[src/rtl/array_multiplier_4bit.sv]
// Unsigned 4x4 array multiplier: AND partial-product plane plus a 12-cell ripple
// adder array, with a combinational product and a registered copy.

module half_adder (
    input  logic i_a,
    input  logic i_b,
    output logic o_s,
    output logic o_c
);
    assign o_s = i_a ^ i_b;
    assign o_c = i_a & i_b;
endmodule

module full_adder (
    input  logic i_a,
    input  logic i_b,
    input  logic i_ci,
    output logic o_s,
    output logic o_co
);
    assign o_s  = i_a ^ i_b ^ i_ci;
    assign o_co = (i_a & i_b) | (i_ci & (i_a ^ i_b));
endmodule

module array_multiplier_4bit (
    input  logic       clk,
    input  logic       rst,
    input  logic [3:0] a,
    input  logic [3:0] b,
    output logic [7:0] z,
    output logic [7:0] z_q
);
    logic [3:0] w_pp [4];
    logic [3:0] w_s1;
    logic [3:0] w_c1;
    logic [3:0] w_s2;
    logic [3:0] w_c2;
    logic [3:0] w_s3;
    logic [3:0] w_c3;
    logic [7:0] r_z_q;

    always_comb begin
        for (int unsigned i = 0; i < 4; i++) begin
            w_pp[i] = a & {4{b[i]}};
        end
    end

    // Row 1: columns 1..4; carry out of column 4 (w_c1[3]) has weight 5.
    half_adder u_r1_c0 (.i_a(w_pp[0][1]), .i_b(w_pp[1][0]),                   .o_s(w_s1[0]), .o_c(w_c1[0]));
    full_adder u_r1_c1 (.i_a(w_pp[0][2]), .i_b(w_pp[1][1]), .i_ci(w_c1[0]),   .o_s(w_s1[1]), .o_co(w_c1[1]));
    full_adder u_r1_c2 (.i_a(w_pp[0][3]), .i_b(w_pp[1][2]), .i_ci(w_c1[1]),   .o_s(w_s1[2]), .o_co(w_c1[2]));
    half_adder u_r1_c3 (.i_a(w_pp[1][3]), .i_b(w_c1[2]),                      .o_s(w_s1[3]), .o_c(w_c1[3]));

    // Row 2: columns 2..5, row-1 carry out enters as the top-column operand.
    half_adder u_r2_c0 (.i_a(w_s1[1]),    .i_b(w_pp[2][0]),                   .o_s(w_s2[0]), .o_c(w_c2[0]));
    full_adder u_r2_c1 (.i_a(w_s1[2]),    .i_b(w_pp[2][1]), .i_ci(w_c2[0]),   .o_s(w_s2[1]), .o_co(w_c2[1]));
    full_adder u_r2_c2 (.i_a(w_s1[3]),    .i_b(w_pp[2][2]), .i_ci(w_c2[1]),   .o_s(w_s2[2]), .o_co(w_c2[2]));
    full_adder u_r2_c3 (.i_a(w_c1[3]),    .i_b(w_pp[2][3]), .i_ci(w_c2[2]),   .o_s(w_s2[3]), .o_co(w_c2[3]));

    // Row 3: columns 3..6, final carry is z[7].
    half_adder u_r3_c0 (.i_a(w_s2[1]),    .i_b(w_pp[3][0]),                   .o_s(w_s3[0]), .o_c(w_c3[0]));
    full_adder u_r3_c1 (.i_a(w_s2[2]),    .i_b(w_pp[3][1]), .i_ci(w_c3[0]),   .o_s(w_s3[1]), .o_co(w_c3[1]));
    full_adder u_r3_c2 (.i_a(w_s2[3]),    .i_b(w_pp[3][2]), .i_ci(w_c3[1]),   .o_s(w_s3[2]), .o_co(w_c3[2]));
    full_adder u_r3_c3 (.i_a(w_c2[3]),    .i_b(w_pp[3][3]), .i_ci(w_c3[2]),   .o_s(w_s3[3]), .o_co(w_c3[3]));

    assign z = {w_c3[3], w_s3, w_s2[0], w_s1[0], w_pp[0][0]};

    always_ff @(posedge clk) begin
        if (rst) begin
            r_z_q <= '0;
        end else begin
            r_z_q <= z;
        end
    end

    assign z_q = r_z_q;
endmodule

[config.mk]
export PLATFORM = sky130hd
export DESIGN_NAME = array_multiplier_4bit
export DESIGN_NICKNAME = d
export VERILOG_FILES = /design/src/rtl/array_multiplier_4bit.sv
export SDC_FILE = /design/constraint.sdc
export NUM_CORES = 1
export LEC_CHECK = 0
export CAP_MARGIN = 10
export CORE_UTILIZATION = 40
export DETAILED_ROUTE_END_ITERATION = 10
export PLACE_DENSITY = 0.77
export SLEW_MARGIN = 15
export SYNTH_ARGS = -nofsm -noshare
export SYNTH_HDL_FRONTEND = slang
export SYNTH_SLANG_ARGS = --single-unit
[constraint.sdc]
create_clock -name clk -period 8 [get_ports clk]
set_input_delay 1.6 -clock clk [delete_from_list [all_inputs] [get_ports clk]]
set_output_delay 1.6 -clock clk [all_outputs]
set_load 0.01 [all_outputs]
# After elaboration in Yosys (flattened, before gate mapping)
# Cells that the tools add are included.
# Widths: inputs -> output; s select.
[op_classes]
add_sub_neg = 0
n_mul = 0
n_div = 0
order_cmp = 0
eq_ne = 0
n_shift = 0
muxes = 0
bitwise = 52
n_reduce_logical = 0
[op_table]
columns = ["operator", "count"]
rows = [
  ["$and 1x1->1", 20],
  ["$xor 1x1->1", 20],
  ["$and 4x4->4", 4],
  ["$or 1x1->1", 8],
]
[totals]
ff_bits = 8
latch_bits = 0
mem_bits_rw = 0
rom_bits = 0
inputBits = 10
output_inout_bits = 16
memories = 0

# Longest topological paths before layout
# Gate-level depths: netlist (run 1).
[depth]
depth_word = 16
ltp_mapped = 14

# By module
# Synthesis (run 1) repeated with hierarchy kept, for this count alone.
[unflattened]
cells_unflattened = 48
hier_area_um2 = 571.8
[by_module_without_submodules]
columns = ["module", "n_inst", "cells_per_inst", "area_each_um2", "seq_area_each_um2"]
rows = [
  ["array_multiplier_4bit", 1, 36, 361.6, 160.2],
  ["full_adder", 8, 1, 20.0, 0.0],
  ["half_adder", 4, 1, 12.5, 0.0],
]

# Worst setup path before layout (run 1)
# No wires, ideal clock.
[synth_timing]
kind = "input to output"
startpoint = "input port b[0]"
endpoint = "output port z[6]"
t_arrival_ns = 5.194
path_slack_ns = 1.206
path_stages = 14
cell_sequence = "and2_1 ha_1 inv_1 fa_1 fa_1 inv_1 fa_1 fa_1 fa_1 inv_1 fa_1 fa_1 inv_1 buf_4"
[synth_via]
elab_chain_len = 15
elab_cells_between_ends = 41
cone_classes = "41 x bitwise"
[synth_rtl]
columns = ["element", "line_no", "rtl"]
rows = [
  ["start, declared", "29", "input logic [3:0] b,"],
  ["$and 4x4->4 *", "44", "w_pp[i] = a & {4{b[i]}};"],
  ["$and 1x1->1 or $xor 1x1->1 (tied branches)", "11, 21, 22", ""],
  ["$and 1x1->1", "22", "assign o_co = (i_a & i_b) | (i_ci & (i_a ^ i_b));"],
  ["$or 1x1->1", "22", ""],
  ["$and 1x1->1 or $xor 1x1->1 (tied branches)", "22, 21", ""],
  ["$or 1x1->1 or $xor 1x1->1 (tied branches)", "22, 21", ""],
  ["$xor 1x1->1 or $and 1x1->1 (tied branches)", "10, 22", ""],
  ["$xor 1x1->1 or $or 1x1->1 (tied branches)", "21, 22", ""],
  ["$xor 1x1->1 or $and 1x1->1 (tied branches)", "21, 22", ""],
  ["$xor 1x1->1 or $or 1x1->1 (tied branches)", "22", ""],
  ["$and 1x1->1 or $xor 1x1->1 (tied branches)", "22, 21", ""],
  ["$or 1x1->1 or $xor 1x1->1 (tied branches)", "22", ""],
  ["$and 1x1->1", "22", ""],
  ["$or 1x1->1", "22", ""],
  ["$xor 1x1->1 *", "21", "assign o_s = i_a ^ i_b ^ i_ci;"],
  ["end, declared", "30", "output logic [7:0] z,"],
]
# Mark *: on every way between the ends. The rest lies on a longest branch, timed or not.

# Worst setup path after layout (run 1)
[layout_timing]
startpoint = "input port b[1]"
endpoint = "output port z[7]"
[layout_via]
elab_chain_len = 16
elab_cells_between_ends = 43
cone_classes = "43 x bitwise"
[layout_rtl]
columns = ["element", "line_no"]
rows = [
  ["$and 4x4->4 *", "44"],
  ["$and 1x1->1 or $xor 1x1->1 (tied branches)", "11, 21, 22"],
  ["$and 1x1->1", "22"],
  ["$or 1x1->1", "22"],
  ["$and 1x1->1 or $xor 1x1->1 (tied branches)", "22, 21"],
  ["$or 1x1->1 or $xor 1x1->1 (tied branches)", "22, 21"],
  ["$xor 1x1->1 or $and 1x1->1 (tied branches)", "10, 22"],
  ["$xor 1x1->1 or $or 1x1->1 (tied branches)", "21, 22"],
  ["$xor 1x1->1 or $and 1x1->1 (tied branches)", "21, 22"],
  ["$xor 1x1->1 or $or 1x1->1 (tied branches)", "22"],
  ["$and 1x1->1 or $xor 1x1->1 (tied branches)", "22, 21"],
  ["$or 1x1->1 or $xor 1x1->1 (tied branches)", "22"],
  ["$and 1x1->1", "22"],
  ["$or 1x1->1", "22"],
  ["$and 1x1->1", "22"],
  ["$or 1x1->1 *", "22"],
]
# Marked as above.

==> flow_metrics.tcl, run 1 <==
set metrics [dict create \
    dp_hpwl_um 850.6 \
    outcome "finished, final reports clean" \
    cells_after_synth 63 \
    synth.distinct_cells 10 \
    final_min_period_over_clock_period 0.9693 \
    drtPass1Iterations 2 \
    net_switching_power_of_the_design_uw 41.77 \
    synth.yosys.seq_area_share 0.2700 \
    drt_iter0_markers 1 \
    ys_seq_elements 8 \
    vertical_die_dimension_um 40.51 \
    post_drt_via_cell_ratio 4.535 \
    routedWlPerCell_um 10.52 \
    hold_end "z_q[0]$_SDFF_PP0_" \
    power_frac_seq 0.330 \
    die_area_um2 1641 \
    warnings_synthesis 0 \
    drc 0 \
    finalWeightedCongestion 0.7331 \
    max-slew-margin-rel 0.7919 \
    clockRootBuffer "sky130_fd_sc_hd__clkbuf_4" \
    hp-class "in -> reg" \
    synth_area_leaders "sky130_fd_sc_hd__dfxtp_1 (27%), sky130_fd_sc_hd__fa_1 (27%), sky130_fd_sc_hd__and2_1 (9.5%), sky130_fd_sc_hd__buf_4 (8.9%), sky130_fd_sc_hd__ha_1 (8.4%)" \
    via_count 449 \
    flow.area_growth_from_synthesis_pct 41.98 \
    number_of_max_cap_violations 0 \
    synth_area_leader_cell "sky130_fd_sc_hd__dfxtp_1" \
    antenna_found_initial 0 \
    globalRoute.busiestLayer "met2" \
    clock_sink_total 8 \
    synth.top_cell.area_share 0.2700 \
    starting_density 0.4447 \
    grt_use_met3 0.01667 \
    critPathCaptureType "output pin" \
    cts_tree "yes" \
    power_frac_clock 0.222 \
    antenna_cells 0 \
    total_clock_buffers_created_by_cts 3 \
    crit_fanout 4 \
    grt_setup_unrepaired "no" \
    power.density_cell_area_nw_per_um2 166.1 \
    cts-htree-levels 1 \
    groute.usage.overall 0.1638 \
    syn_nets 85 \
    final.min_clock_period_ns 7.755 \
    finalHoldViolations 0 \
    switching_share 0.2986 \
    grt_pass1_wl_mm 1.745 \
    leakage_nw 0.4241 \
    crit_start "b[1]" \
    power.ir.vdd_worst_mv 0.07417 \
    worst_hold_path.num_cells 2 \
    fp.dieW_um 40.51 \
    port_buffers 25 \
    core_area_um2 1334 \
    power_report.internal_total_uw 98.10 \
    worst_path_required_ns 6.40 \
    ant_nets 0 \
    worst_setup_path_start_kind "input pin" \
    clock_pin_slew_on_the_worst_setup_and_hold_paths_ns 0.05 \
    largest_net_degree_at_the_start_of_global_routing 9 \
    first_global_vias 446 \
    groute.layer.met1.usage 0.1821 \
    cts_buffer_depth 2 \
    power_frac_comb 0.448 \
    totalNegativeSetupSlack_ns 0 \
    max_slew.worst_pin.slew_ns 0.3111 \
    largest_register_ffs 8 \
    num_rows 13 \
    avgSynthCellArea_um2 9.414 \
    met2_usage 0.3056 \
    arrival_ns 6.15 \
    setup_viol_count_final 0 \
    timing_worst_setup_path_type "in -> out" \
    grt.overflow.total 0 \
    drive_above_1_share 0.03571 \
    place_area_um2 809.5 \
    final_nets 108 \
    final_cell_area_um2 842.1 \
    place.detailed.instances 96 \
    instances_no_fill 99 \
    finalWirelength_mm 1.041 \
    netlist_area_pre_place_um2 593.1 \
    num_io_pins 26 \
    total_power_uw 139.9 \
    drv_slew 0 \
    clock.fmax_mhz 129.0 \
    hold_start "a[0]" \
]
## metrics by stage
stage / util / hold slack [ns] / worst slack (ns)
floorplan: - / 1.667 / 1.206
global placement: 0.6069 / 2.313 / 0.2058
detailed placement: 0.6069 / 2.315 / 0.1430
CTS: 0.6238 / 2.051 / 0.1362
global route: 0.6313 / 1.742 / 0.01453
finish: 0.6313 / 1.704 / 0.2453
## cells by family after synthesis
kind of cell	share of synthesized area
buffers and inverters	0.1646
and+or+nand+nor	0.2110
DFF	0.2700
adders and majority gates	0.3544
## per-layer routing
metal | share of wire | up-vias
li1 | - | 218
met1 | 0.40 | 214
met2 | 0.54 | 17
met3 | 0.056 | 0
met4 | 0 | 0
met5 | 0 | -
## placed cells by master (no fill, tap or decap)
cell type / instances
sky130_fd_sc_hd__ha_1: 4
sky130_fd_sc_hd__clkdlybuf4s50_1: 21
sky130_fd_sc_hd__fa_1: 8
sky130_fd_sc_hd__nand2_1: 7
sky130_fd_sc_hd__nor2b_1: 3
sky130_fd_sc_hd__inv_1: 12
sky130_fd_sc_hd__clkbuf_4: 3
sky130_fd_sc_hd__nor2_1: 4
sky130_fd_sc_hd__and2_1: 9
sky130_fd_sc_hd__dlymetal6s2s_1: 4
sky130_fd_sc_hd__and3b_1: 1
sky130_fd_sc_hd__dfxtp_1: 8
## worst max path at each step
| stage | cells past startpoint | end |
|---|---|---|
| 2_1_floorplan | 14 | z[6] |
| 3_3_place_gp | 15 | z[6] |
| 3_5_place_dp | 15 | z[6] |
| 4_1_cts | 15 | z[6] |
| 5_1_grt | 15 | z[7] |
| 6_report | 15 | z[7] |
## cell usage after synthesis (all sizes together)
cell type / n
nor2: 4
dfxtp: 8
nor2b: 3
buf: 7
nand2: 7
and3b: 1
ha: 4
inv: 12
and2: 9
fa: 8
## power by group through the flow
| stage | clock, mW | sequential (mW) | combinational [mW] |
|---|---|---|---|
| final | 0.0311 | 0.0461 | 0.0627 |
| after global placement | 0 | 0.0466 | 0.0621 |
| after floorplan | 0 | 0.0496 | 0.0361 |
| after CTS | 0.0316 | 0.0462 | 0.0642 |
| after global routing | 0.0333 | 0.0466 | 0.0715 |
| after detailed placement | 0 | 0.0470 | 0.0634 |
## cell type report
type | count | area [µm²]
tap | 15 | 18.77
clock buffer | 3 | 22.52
sequential | 8 | 160.2
multi-input combinational | 36 | 335.3
fill | 120 | 491.7
inverter | 12 | 45.04
timing repair buffer | 25 | 260.3
## worst max-delay path, cell delays in order
cell and delay (ns):
sky130_fd_sc_hd__clkdlybuf4s50_1 0.52, sky130_fd_sc_hd__and2_1 0.15, sky130_fd_sc_hd__ha_1 0.14, sky130_fd_sc_hd__inv_1 0.05, sky130_fd_sc_hd__fa_1 0.37, sky130_fd_sc_hd__fa_1 0.50, sky130_fd_sc_hd__inv_1 0.06, sky130_fd_sc_hd__fa_1 0.43
sky130_fd_sc_hd__fa_1 0.39, sky130_fd_sc_hd__fa_1 0.50, sky130_fd_sc_hd__inv_1 0.06, sky130_fd_sc_hd__fa_1 0.43, sky130_fd_sc_hd__fa_1 0.39, sky130_fd_sc_hd__inv_1 0.06, sky130_fd_sc_hd__clkdlybuf4s50_1 0.52
## repair_timing
action,CTS,global route
buffers inserted,0,0
gates resized for setup,0,4
setup endpoints to repair,0,2
hold buffers,0,0
hold endpoints to repair,0,0
(Power assumes the default switching activity.)
==> run 2, diff against run 1 <==
==> constraint.sdc (replaced) <==
create_clock -name clk -period 7.65 [get_ports clk]
set_input_delay 1.53 -clock clk [delete_from_list [all_inputs] [get_ports clk]]
set_output_delay 1.53 -clock clk [all_outputs]
set_load 0.01 [all_outputs]
==> run 2 against run 1 <==
Sequential share of layout area fell by 0.47 points. Wire length down 1.5%. Global-route usage rose by 0.88 points. Worst setup slack lost 0.00068 ns. Cell area is 2.5% higher. Non-clock buffer count rose by 4. Die area is the same. Cell count up 4.0%. Total power is 4.6% higher. Largest cell class unchanged. Combinational power is 5.4% higher.
==> flow_metrics.tcl, run 2 (synthesis results as in run 1) <==
set metrics [dict create \
    layout_common_cells "sky130_fd_sc_hd__clkdlybuf4s50_1 (23), sky130_fd_sc_hd__inv_1 (12), sky130_fd_sc_hd__and2_1 (9)" \
    globalRoute.busiestLayer "met2" \
    core_area_um2 1334 \
    largest_register_ffs 8 \
    clock_sink_total 8 \
    clockRootBuffer "sky130_fd_sc_hd__clkbuf_4" \
    hp-class "in -> reg" \
    grt_pass1_wl_mm 1.711 \
    n_fill_cell 118 \
    clock_pin_slew_on_the_worst_setup_and_hold_paths_ns 0.05 \
    power_frac_comb 0.452 \
    groute.usage.overall 0.1726 \
    power_frac_seq 0.329 \
    final.min_clock_period_ns 7.405 \
    total_clock_buffers_created_by_cts 3 \
    num_rows 13 \
    setup_viol_count_final 0 \
    number_of_max_cap_violations 0 \
    max-slew-margin-rel 0.8050 \
    drc 0 \
    drt_iter0_markers 1 \
    first_global_vias 437 \
    port_buffers 25 \
    antenna_cells 0 \
    switching_share 0.2934 \
    finalWirelength_mm 1.025 \
    hold_buffers_post_cts 0 \
    finalHoldViolations 0 \
    power_frac_clock 0.220 \
    drive_above_1_share 0.07955 \
    arrival_ns 5.88 \
    final_common_cell "sky130_fd_sc_hd__clkdlybuf4s50_1" \
    leakage_nw 0.4239 \
    drtPass1Iterations 2 \
    timing_worst_setup_path_type "in -> out" \
    grt_use_met3 0.05556 \
    power.ir.vdd_worst_mv 0.07817 \
    clock.fmax_mhz 135.0 \
    drv_slew 0 \
    final_min_period_over_clock_period 0.9680 \
    antenna_found_initial 0 \
    net_switching_power_of_the_design_uw 42.92 \
    ant_nets 0 \
    fp.dieW_um 40.51 \
    utilization 0.6473 \
    met2_usage 0.2897 \
    power.density_cell_area_nw_per_um2 169.4 \
    flow.area_growth_from_synthesis_pct 45.57 \
    final_nets 112 \
    outcome "finished, final reports clean" \
    starting_density 0.4447 \
    worst_path_required_ns 6.12 \
    count_of_buffers_added_by_post_cts_timing_repair_for_setup 0 \
    worst_setup_path_start_kind "input pin" \
    fin_worst_hold_slack_ns 1.988 \
    grt.overflow.total 0 \
    die_area_um2 1641 \
    routedWlPerCell_um 9.951 \
    cts_buffer_depth 2 \
    dp_hpwl_um 892.6 \
    critPathCaptureType "output pin" \
    vertical_die_dimension_um 40.51 \
    via_count 463 \
    finalWeightedCongestion 0.7245 \
    power_report.internal_total_uw 103.3 \
    max_slew.worst_pin.slew_ns 0.2916 \
    crit_fanout 2 \
    num_io_pins 26 \
    largest_net_degree_at_the_start_of_global_routing 9 \
    groute.layer.met1.usage 0.1672 \
    cts-htree-levels 1 \
    grt_setup_unrepaired "no" \
    cts_tree "yes" \
    post_drt_via_cell_ratio 4.495 \
]
[run 2: power by group through the flow]
stage	logic, mW	clock network [mW]	registers (mW)
6_report	0.0661	0.0321	0.0481
2_1_floorplan	0.0378	0	0.0518
4_1_cts	0.0673	0.0335	0.0482
3_5_place_dp	0.0676	0	0.0490
5_1_grt	0.0752	0.0352	0.0487
3_3_place_gp	0.0663	0	0.0488
[run 2: repair_timing]
action	CTS	global route
gates resized for setup	1	1
endpoints found under the hold margin	0	0
setup endpoints to repair	1	1
[run 2: metrics by stage]
stage | power [mW] | std cells | setup slack (ns) | instance area [µm²] | TNS [ns]
3_5_place_dp | 0.1167 | 100 | -0.01357 | 839.6 | -0.01357
4_1_cts | 0.1490 | 103 | 0.04435 | 860.8 | 0
6_report | 0.1463 | 103 | 0.2446 | 863.3 | 0
2_1_floorplan | 0.08959 | 63 | 0.9964 | 593.1 | 0
5_1_grt | 0.1591 | 103 | 0.05335 | 863.3 | 0
3_3_place_gp | 0.1151 | 100 | 0.04832 | 839.6 | 0
[run 2: layout make-up]
| type | instances | area [µm²] | area share |
|---|---|---|---|
| sequential | 8 | 160.2 | 0.1855 |
| inverter | 12 | 45.04 | 0.05217 |
| clock buffer | 3 | 22.52 | 0.02609 |
| tap | 15 | 18.77 | 0.02174 |
| timing repair buffer | 29 | 281.5 | 0.3261 |
| multi-input combinational | 36 | 335.3 | 0.3884 |
[run 2: per-layer routing]
layer  part of all wire  wire (µm)
met1               0.38        388
met2               0.51        521
met3              0.067         69
met4              0.044         45
met5                  0          0
[run 2: worst max-delay path, stage by stage]
cell                              delay [ns]
sky130_fd_sc_hd__clkdlybuf4s50_1        0.48
sky130_fd_sc_hd__and2_1                 0.14
sky130_fd_sc_hd__ha_1                   0.14
sky130_fd_sc_hd__inv_1                  0.05
sky130_fd_sc_hd__fa_1                   0.38
sky130_fd_sc_hd__fa_1                   0.49
sky130_fd_sc_hd__inv_1                  0.06
sky130_fd_sc_hd__fa_1                   0.43
sky130_fd_sc_hd__fa_1                   0.50
sky130_fd_sc_hd__inv_1                  0.06
sky130_fd_sc_hd__fa_1                   0.42
sky130_fd_sc_hd__fa_1                   0.38
sky130_fd_sc_hd__fa_1                   0.51
sky130_fd_sc_hd__inv_1                  0.04
sky130_fd_sc_hd__dlygate4sd2_1          0.27
[run 2: path summary, 6_finish.rpt]
kind,start,slack [ns],endpoint,depth (start not counted)
min,rst,1.99,z_q[7]$_SDFF_PP0_,2
max,a[0],0.24,z[6],15
==> run 3, diff against run 2 <==
--- a/config.mk
+++ b/config.mk
@@ -5,8 +5,9 @@
 export SDC_FILE = /design/constraint.sdc
 export NUM_CORES = 1
 export LEC_CHECK = 0
+export ABC_AREA = 1
 export CAP_MARGIN = 10
-export CORE_UTILIZATION = 40
+export CORE_UTILIZATION = 41
 export DETAILED_ROUTE_END_ITERATION = 10
 export PLACE_DENSITY = 0.77
 export SLEW_MARGIN = 15
==> run 3 against run 2 <==
Total power grew 1.8%. Worst hold slack lost 0.026 ns. Cell count grew 12%. Synthesized cell count grew 21%. Sequential share of layout area shrank 0.39 points. Core utilization grew 0.61 points. Highest routed layer unchanged. First-iteration DRC count grew to 12 times the previous value. Global-route usage shrank 1.3 points. Critical path type unchanged. Die area grew 1.8%. Via count grew 6.7%. Clock-buffer cell count is the same.
==> flow_metrics.tcl, run 3 <==
set metrics [dict create \
    setup_slack_ns 0.3928 \
    drtPass1Iterations 4 \
    critPathCaptureType "output pin" \
    finalWeightedCongestion 0.7919 \
    post-synth-top-count-cell "sky130_fd_sc_hd__inv_1" \
    drive_above_1_share 0.09000 \
    hold_buffers_post_cts 0 \
    pre_cts_ws_ns 0.03257 \
    routedWlPerCell_um 9.130 \
    dp_hpwl_um 895.7 \
    path_delay_family "adder cells" \
    leakage_nw 0.5084 \
    cts-htree-levels 1 \
    place_area_um2 854.6 \
    num_rows 13 \
    hp-class "in -> reg" \
    core_area_um2 1350 \
    finalWirelength_mm 1.050 \
    warnings_synthesis 0 \
    groute.usage.overall 0.1595 \
    die_area_um2 1670 \
    grt.overflow.total 0 \
    ant_nets 0 \
    num_io_pins 26 \
    totalNegativeSetupSlack_ns 0 \
    hold_start "a[0]" \
    drc 0 \
    final_cell_area_um2 882.1 \
    largest_net_degree_at_the_start_of_global_routing 9 \
    total_clock_buffers_created_by_cts 3 \
    synth.yosys.seq_area_share 0.2586 \
    antenna_cells 0 \
    final_common_cell "sky130_fd_sc_hd__inv_1" \
    outcome "finished, final reports clean" \
    ys_seq_elements 8 \
    largest_register_ffs 8 \
    crit_fanout 2 \
    clock.fmax_mhz 137.8 \
    fp.dieW_um 40.87 \
    synth-async-reset-ratio 0 \
    cts_tree "yes" \
    clockRootBuffer "sky130_fd_sc_hd__clkbuf_4" \
    vertical_die_dimension_um 40.87 \
    crit_start "b[0]" \
    synth_area_leaders "sky130_fd_sc_hd__dfxtp_1 (26%), sky130_fd_sc_hd__fa_1 (26%), sky130_fd_sc_hd__inv_1 (15%), sky130_fd_sc_hd__nand2_1 (9.1%), sky130_fd_sc_hd__buf_4 (8.5%)" \
    final_nets 124 \
    clock_sink_total 8 \
    final.min_clock_period_ns 7.257 \
    layout_common_cells "sky130_fd_sc_hd__inv_1 (24), sky130_fd_sc_hd__clkdlybuf4s50_1 (23), sky130_fd_sc_hd__nand2_1 (15)" \
    avgSynthCellArea_um2 8.149 \
    syn_nets 98 \
    critical_path.cell_chain "clkdlybuf4s50_1 > nand2_1 > inv_1 > ha_1 > inv_1 > fa_1 > fa_1 > inv_1 > fa_1 > fa_1 > fa_1 > inv_1 > fa_1 > fa_1 > inv_1 > dlymetal6s2s_1" \
    power.ir.vdd_worst_mv 0.1046 \
    synth.distinct_cells 10 \
    worst_setup_path_start_kind "input pin" \
    drt_iter0_markers 12 \
    max_slew.worst_pin.slew_ns 0.2899 \
    via_count 494 \
    setup_viol_count_final 0 \
    finalHoldViolations 0 \
    starting_density 0.4588 \
    cells_after_synth 76 \
    netlist_area_pre_place_um2 619.3 \
    timing.critical_path.buf_inv 7 \
    synth_area_leader_cell "sky130_fd_sc_hd__dfxtp_1" \
    number_of_max_cap_violations 0 \
    flow.area_growth_from_synthesis_pct 42.42 \
    clock_pin_slew_on_the_worst_setup_and_hold_paths_ns 0.06 \
    cts_buffer_depth 2 \
    worst_path_required_ns 6.12 \
    antenna_found_initial 0 \
    power.density_cell_area_nw_per_um2 168.8 \
    drv_slew 0 \
    port_buffers 25 \
    worst_path_largest_cell_delay_ns 0.51 \
    arrival_ns 5.73 \
    synth_common_cells "sky130_fd_sc_hd__inv_1 (24), sky130_fd_sc_hd__nand2_1 (15), sky130_fd_sc_hd__dfxtp_1 (8), sky130_fd_sc_hd__fa_1 (8)" \
    final_min_period_over_clock_period 0.9487 \
    n_fill_cell 127 \
    timing_worst_setup_path_type "in -> out" \
    post_drt_via_cell_ratio 4.296 \
    critical_path.slowest_cell "sky130_fd_sc_hd__fa_1" \
    fin_worst_hold_slack_ns 1.963 \
    synth_edf_count 0 \
    crit_path_frequent_cell "sky130_fd_sc_hd__fa_1" \
    synth.top_cell.area_share 0.2586 \
    ys_dominant_reg_cell "sky130_fd_sc_hd__dfxtp_1" \
    first_global_vias 414 \
    grt_pass1_wl_mm 1.593 \
    max-slew-margin-rel 0.8061 \
    grt_setup_unrepaired "no" \
]
run 3: cell count changes in the layout (fill, tap and decap cells not counted), sizes merged:
cell | previous run | this run
inv | 12 | 24
and2 | 9 | 0
nand2 | 7 | 16
nor2 | 4 | 8
nor2b | 3 | 0
and3b | 1 | 0
dlygate4sd2 | 1 | 0
dlymetal6s2s | 1 | 2
run 3: kinds of logic after synthesis:
| group | count (synthesis) | share of synthesized area |
|---|---|---|
| fa+ha+maj | 12 | 0.3394 |
| buf+inv | 32 | 0.2485 |
| simple gates | 24 | 0.1535 |
| flops | 8 | 0.2586 |
run 3: path summary, 6_finish.rpt:
check,cells past startpoint,slack (ns),end
max,16,0.39,z[6]
min,4,1.96,z_q[0]$_SDFF_PP0_
run 3: power by group:
| group | switching (mW) | leakage (nW) | internal [mW] | total (mW) |
|---|---|---|---|---|
| clock network | 0.0154 | 0.0138 | 0.0180 | 0.0335 |
| logic | 0.0294 | 0.428 | 0.0381 | 0.0675 |
| registers | 0.00104 | 0.0661 | 0.0469 | 0.0479 |
| total | 0.0459 | 0.508 | 0.103 | 0.149 |
run 3: per-stage QoR:
step,power [mW],cells,util
3_5_place_dp,0.1179,112,0.6330
4_1_cts,0.1533,115,0.6497
3_3_place_gp,0.1166,112,0.6330
2_1_floorplan,0.09126,76,-
6_report,0.1489,115,0.6534
5_1_grt,0.1626,115,0.6534
run 3: layout make-up:
type                       instances  area (µm²)  share of cell area
multi-input combinational         36       305.3              0.3461
timing repair buffer              29       285.3              0.3234
sequential                         8       160.2              0.1816
inverter                          24       90.09              0.1021
clock buffer                       3       22.52             0.02553
tap                               15       18.77             0.02128
run 3: tightest hold or removal path: stages:
cell	delay, ns
sky130_fd_sc_hd__clkdlybuf4s50_1	0.41
sky130_fd_sc_hd__buf_4	0.15
sky130_fd_sc_hd__nand2_2	0.06
sky130_fd_sc_hd__nor2_2	0.03
run 3: layer usage:
layer	part of all wire	track usage	vias to the layer above
li1	-	-	249
met1	0.36	0.1565	216
met2	0.52	0.2695	27
met3	0.10	0.08696	2
met4	0.013	0.07500	0
met5	0	0	-
run 3: what timing repair did:
item,in CTS,in global routing
setup endpoints to repair,0,2
gates resized for setup,0,2
buffers inserted,0,0
